<file path="src/rtl/game_txt_overlay.sv">
// Text-overlay stage: turns the beam position into text/font ROM addresses and
// paints glyph pixels over the background, keeping all VGA timing 4 clk aligned.
module game_txt_overlay #(
    parameter int          XPOS         = 64,
    parameter int          YPOS         = 64,
    parameter logic [11:0] FG_COLOR     = 12'hFFF,
    parameter int          BLINK_FRAMES = 30
) (
    input  logic        clk,
    input  logic        rst_n,
    input  logic [10:0] hcount_in,
    input  logic [10:0] vcount_in,
    input  logic        hsync_in,
    input  logic        vsync_in,
    input  logic        hblnk_in,
    input  logic        vblnk_in,
    input  logic [11:0] rgb_in,
    input  logic        txt_en,
    input  logic        blink_en,
    output logic [7:0]  char_xy,
    output logic [3:0]  char_line,
    input  logic [7:0]  char_pixels,
    output logic [10:0] hcount_out,
    output logic [10:0] vcount_out,
    output logic        hsync_out,
    output logic        vsync_out,
    output logic        hblnk_out,
    output logic        vblnk_out,
    output logic [11:0] rgb_out
);

    localparam int CW = (BLINK_FRAMES > 1) ? $clog2(BLINK_FRAMES) : 1;

    typedef struct packed {
        logic [10:0] hcount;
        logic [10:0] vcount;
        logic        hsync;
        logic        vsync;
        logic        hblnk;
        logic        vblnk;
        logic [11:0] rgb;
        logic        in_box;
        logic [2:0]  dx_lo;
    } stage_t;

    // Only the low bits of the box-relative offsets are ever used, so the
    // subtraction is done at that width; wrap-around is harmless inside the box.
    logic [6:0] dx;
    logic [5:0] dy;
    logic       in_box;
    stage_t     cur;
    stage_t     pipe [3];
    logic [3:0] line_d1;
    logic       vsync_prev;
    logic [CW-1:0] frame_cnt;
    logic       vis;
    logic       pixel_on;
    logic       draw;

    assign dx = hcount_in[6:0] - 7'(XPOS);
    assign dy = vcount_in[5:0] - 6'(YPOS);

    always_comb begin
        in_box = (int'(hcount_in) >= XPOS) && (int'(hcount_in) < XPOS + 128) &&
                 (int'(vcount_in) >= YPOS) && (int'(vcount_in) < YPOS + 64);
        cur = {hcount_in, vcount_in, hsync_in, vsync_in, hblnk_in, vblnk_in,
               rgb_in, in_box, dx[2:0]};
    end

    // By stage 3 the font ROM row for this pixel sits on char_pixels.
    always_comb begin
        pixel_on = char_pixels[3'd7 - pipe[2].dx_lo];
        draw     = pixel_on & pipe[2].in_box & txt_en & (vis | ~blink_en) &
                   ~pipe[2].hblnk & ~pipe[2].vblnk;
    end

    // NOTE: sequential state uses non-blocking assignments so every stage
    // samples its predecessor's pre-edge value; the pipeline registers are
    // reset too, because the outputs must read zero right after reset.
    always_ff @(posedge clk) begin
        if (!rst_n) begin
            for (int i = 0; i < 3; i++) pipe[i] <= '0;
            char_xy    <= '0;
            line_d1    <= '0;
            char_line  <= '0;
            hcount_out <= '0;
            vcount_out <= '0;
            hsync_out  <= 1'b0;
            vsync_out  <= 1'b0;
            hblnk_out  <= 1'b0;
            vblnk_out  <= 1'b0;
            rgb_out    <= '0;
        end else begin
            pipe[0]    <= cur;
            pipe[1]    <= pipe[0];
            pipe[2]    <= pipe[1];
            char_xy    <= in_box ? {2'b00, dy[5:4], dx[6:3]} : 8'h00;
            line_d1    <= dy[3:0];
            char_line  <= line_d1;
            hcount_out <= pipe[2].hcount;
            vcount_out <= pipe[2].vcount;
            hsync_out  <= pipe[2].hsync;
            vsync_out  <= pipe[2].vsync;
            hblnk_out  <= pipe[2].hblnk;
            vblnk_out  <= pipe[2].vblnk;
            rgb_out    <= draw ? FG_COLOR : pipe[2].rgb;
        end
    end

    // Blink counter advances once per frame on the vsync rising edge.
    always_ff @(posedge clk) begin
        if (!rst_n) begin
            vsync_prev <= 1'b0;
            frame_cnt  <= '0;
            vis        <= 1'b1;
        end else begin
            vsync_prev <= vsync_in;
            if (!blink_en) begin
                frame_cnt <= '0;
                vis       <= 1'b1;
            end else if (vsync_in && !vsync_prev) begin
                if (frame_cnt == CW'(BLINK_FRAMES - 1)) begin
                    frame_cnt <= '0;
                    vis       <= ~vis;
                end else begin
                    frame_cnt <= frame_cnt + CW'(1);
                end
            end
        end
    end

endmodule
</file>
<file path="config.mk">
export PLATFORM = sky130hd
export DESIGN_NAME = game_txt_overlay
export DESIGN_NICKNAME = d
export VERILOG_FILES = /design/src/rtl/game_txt_overlay.sv
export SDC_FILE = /design/constraint.sdc
export NUM_CORES = 1
export LEC_CHECK = 0
export BUFFER_PORTS_ARGS = -buffer_cell sky130_fd_sc_hd__buf_2
export CAP_MARGIN = 20
export CORE_UTILIZATION = 53
export CTS_CLUSTER_DIAMETER = 40
export CTS_CLUSTER_SIZE = 28
export DETAILED_ROUTE_END_ITERATION = 10
export GPL_TIMING_DRIVEN = 0
export PLACE_DENSITY_LB_ADDON = 0.2
export SLEW_MARGIN = 20
export SYNTH_ARGS = -nofsm -noshare
export SYNTH_HDL_FRONTEND = slang
export SYNTH_SLANG_ARGS = --single-unit
</file>
<file path="constraint.sdc">
create_clock -name clk -period 1.85 [get_ports clk]
set_input_delay 0.2775 -clock clk [delete_from_list [all_inputs] [get_ports clk]]
set_output_delay 0.2775 -clock clk [all_outputs]
set_load 0.03 [all_outputs]
</file>
Word-level counts from Yosys, hierarchy flattened
Memories as Yosys holds them, arrays and structs flattened. Index checks and enable logic that the tools add are counted.

Flip-flop bits (word level): 61. RAM bits: 126. Output and inout port bits: 50. Memories: 1.

$lt $le $gt $ge: 5. $add $sub $neg: 3. Mux-type cells: 9. Bitwise logic cells: 13. Equality and inequality tests: 1. Reductions and logical operators: 8.

Memories: pipe (depth 3, bits a word 42, read ports 3, clocked after memory_dff 0, write ports 3, line 52) `stage_t pipe [3];`.

Operators by type and width (number): 42-bit 2-to-1 mux (3); 11-bit by 7-bit >= comparator with 1-bit output (second input constant) (2); 11-bit by 8-bit less-than comparator with 1-bit output (second input constant) (2); 12-bit 2-to-1 mux (1); 7-bit subtractor (second input constant) (1); 2-bit AND reduction (3); 5-bit by 1-bit adder with 5-bit output (second input constant) (1); 1-bit AND (5); 5-bit == test (second input constant) (1); 5-bit 2-to-1 mux (1); 1-bit logical AND (4); 3-bit by 4-bit less-than comparator with 1-bit output (second input constant) (1); 1-bit NOT (4); 1-bit bitwise OR (4); 1-bit binary-select mux with 3-bit select (1); 1-bit 2-to-1 mux (3); 3-bit subtractor (first input constant) (1); 1-bit zero test (1).

Logic depth before layout (Yosys ltp)
Depth in word-level cells: 9. Gate-level depth with buffers: 5. Mapped depth without buffers: 5.

Least setup slack after synthesis
OpenSTA, ideal clock, no wires.

Path kind: register to register. Start point: memory pipe[0][116] in the netlist's numbering. End point: register rgb_out[0]. Cell stages (with the launch flop): 5. Data required time: 1.718 ns. Buffers on the path: 1. Path slack: 0.425 ns. Library setup time: 0.132 ns. Arrival: 1.293 ns. Cell sequence: dfxtp_1 mux2_1 nor3b_2 buf_2 o41ai_2.

RTL lines: start, declared (line 52); end signal, assigned (line 106) `rgb_out <= draw ? FG_COLOR : pipe[2].rgb;`; end, declared (line 29) `output logic [11:0] rgb_out`.

==> impl_metrics.toml <==
[critical_path]
max_stage_delay_ps = 480
worstPathMaxFanout = 10
cpMaxStageDelayCell = "dfxtp_1"
cp_data_arrival_time_ps = 2070
critPathRequiredTime_ps = 2230
path_class = "reg -> reg"
path_cells = "mux2_1, nor3b_2, buf_2, o41ai_2"
start_kind = "register"
end_kind = "register"

[yosys]
avgSynthCellArea_sq_um = 12.1
synth_area_leaders = "dfxtp_1 68%, and2_1 19%, o41ai_2 3.3%, clkbuf_1 1.4%, nand2_1 0.99%"
synth-seq-area-share_pct = 67.9
netlist.area_leader.share_pct = 67.9
synth_cell_type_count = 35
yosysWarnings = 0
ys_ff_latch = 167
yosys.area.top_type = "dfxtp_1"
synthCells = 406
syn-cell-area_sq_um = 4920

[grt]
grt_max_degree = 17
grt.total_usage_pct = 19.2
overflow = 0
grt_pass1_vias = 2972
antenna_found_initial = 0
grt_pass1_wl_mm = 13.9

[floorplan]
die_h_um = 98.4
rows = 34
core-area_sq_um = 8850
ios = 100
die_w_um = 98.4
start_util_pct = 55.6
dieArea_sq_um = 9670

[routing]
first_iter_violations = 60
detail-route-antenna-nets = 0
viasPerCell = 4.48
dr.pass1.iters = 9
vias = 3053
drc = 6
wl_mm = 8.46
post_drt_wl_per_cell_um = 12.4

[sta]
final_hold_viol_count = 0
fin_ws_ps = 162
fin_worst_skew_ps = 9.66
fin_crit_sh_pct = 91.2
rsz0062_at_grt = "no"
setup_tns_ps = 0
tightest_slew_ps = 656
whs_ps = 66.4
final-setup-viol-count = 0
clock.fmax_mhz = 592
slew_headroom_pct = 56.3
drv_slew = 0
period_minus_slack_ps = 1690

[cells_and_area]
final_cells = 682
final_layout_size_suffix_gt1_share_pct = 26.5
area_delta_synth_final_pct = 32.0
layout_commonest_cell = "dfxtp_1"
antenna_cells = 0
nNetsFinal = 614
fill_cells = 598
layout_common_cells = "167 x dfxtp_1, 146 x and2_1, 99 x buf_2"
seq_area_sq_um = 3340
multi_input_area_sq_um = 1440

[clock_network]
worst_setup_hold_path_clk_slew_ps = 70
clock_path_buffers = 2
cts_buffers = 17
clock_latency_ps = 520
cts_tree = "yes"
cts_sinks = 167
root_buffer = "clkbuf_8"
cts_resized = 0
cts_max_level = 4

[place]
gp_congestion = 0.697
dp_slack_ps = 166
numPortBuffers = 97
place_hpwl_mm = 5.56
place_inst = 612

[job]
maxCapViolations = 0

[pwr]
p_total_mw = 7.37
power_density_nw_per_um2 = 1130
peakVddDrop_uv = 634
p_leak_nw = 2.94

[outcome]
status = "complete, but fails checks"
failed_checks = "DRC"

[min_path]
holdCritPathClass = "in -> reg"
[area by class of cell]
cell class / instances / area share (%)
Clock inverter: 12 / 1.83
Buffer: 28 / 2.12
Sequential cell: 167 / 51.5
Clock buffer: 19 / 6.80
Inverter: 1 / 0.0578
Multi-Input combinational cell: 211 / 22.2
Timing Repair Buffer: 136 / 13.5
Tap cell: 108 / 2.08
[cell families after synthesis]
family | share of synthesized area [%]
simple gates | 22.6
flops | 67.9
xor+xnor | 0.534
compound gates | 4.78
buf+inv | 2.87
mux | 0.686
other cells | 0.0762
fa+ha+maj | 0.508
[registers in the layout, indices dropped and copies added (netlist names), 3 cells and up]
register and count:
hcount_out 11, line_d1 3, vcount_out 11, pipe 111
frame_cnt 5, char_line 3, char_xy 6, rgb_out 12
[stage by stage]
| step | instance area, sq um | utilization [%] |
|---|---|---|
| after floorplan | 4920 | - |
| after global placement | 5550 | 62.7 |
| after global routing | 6500 | 73.4 |
| final | 6500 | 73.4 |
| after detailed placement | 5550 | 62.7 |
| after CTS | 6500 | 73.4 |
[synthesized netlist by cell type (all sizes together)]
library cell and number:
clkbuf 19, dfxtp 167, ha 2, nand3b 1, o211ai 1, nor4 1
nor2b 4, mux4 1, or3 3, a21oi 2, nor3b 1, mux2 1
a211oi 1, nand2 13, nor2 3, xnor2 1, and4 1, a2111oi 1
xor2 2, nand2b 2, o21ai 3, conb 1, buf 9, nor3 1
and2 147, nand4 2, nor4bb 1, o41ai 12, nand3 2, inv 1
[layer usage]
layer | vias to the layer above | routed length, um | track usage, %
li1 | 1588 | - | -
met1 | 1373 | 3870 | 23.0
met2 | 82 | 4060 | 32.0
met3 | 10 | 424 | 5.73
met4 | 0 | 106 | 8.27
met5 | - | 0 | 0
[worst max-delay path: cells and delay by family, from the launching register on]
| family | cells | cell delay [ps] |
|---|---|---|
| simple gates | 1 | 230 |
| mux | 1 | 390 |
| compound gates | 1 | 130 |
| buf+inv | 1 | 330 |
| flops | 1 | 480 |
[path summary, 6_finish.rpt]
path,cells after the start,from,to,slack (ps)
worst max-delay path,4,pipe[0][116],rgb_out[9],160
worst min register to register,2,pipe[0][92],rgb_out[4],420
worst max register to register,4,pipe[0][116],rgb_out[9],160
worst min-delay path,2,rst_n,pipe[0][26],70
[where the power goes]
part	leakage, nW	internal (mW)	switching, mW	total (mW)
Clock	0.273	1.87	1.39	3.26
Sequential	1.37	3.71	0.0299	3.74
Combinational	1.30	0.187	0.176	0.363
[what timing repair did]
| action | 4_1_cts | 5_1_grt |
|---|---|---|
| endpoints found under the hold margin | 45 | 0 |
| hold buffers | 39 | 0 |
| setup buffers | 0 | 0 |
Power figures use the tool's default switching activity.
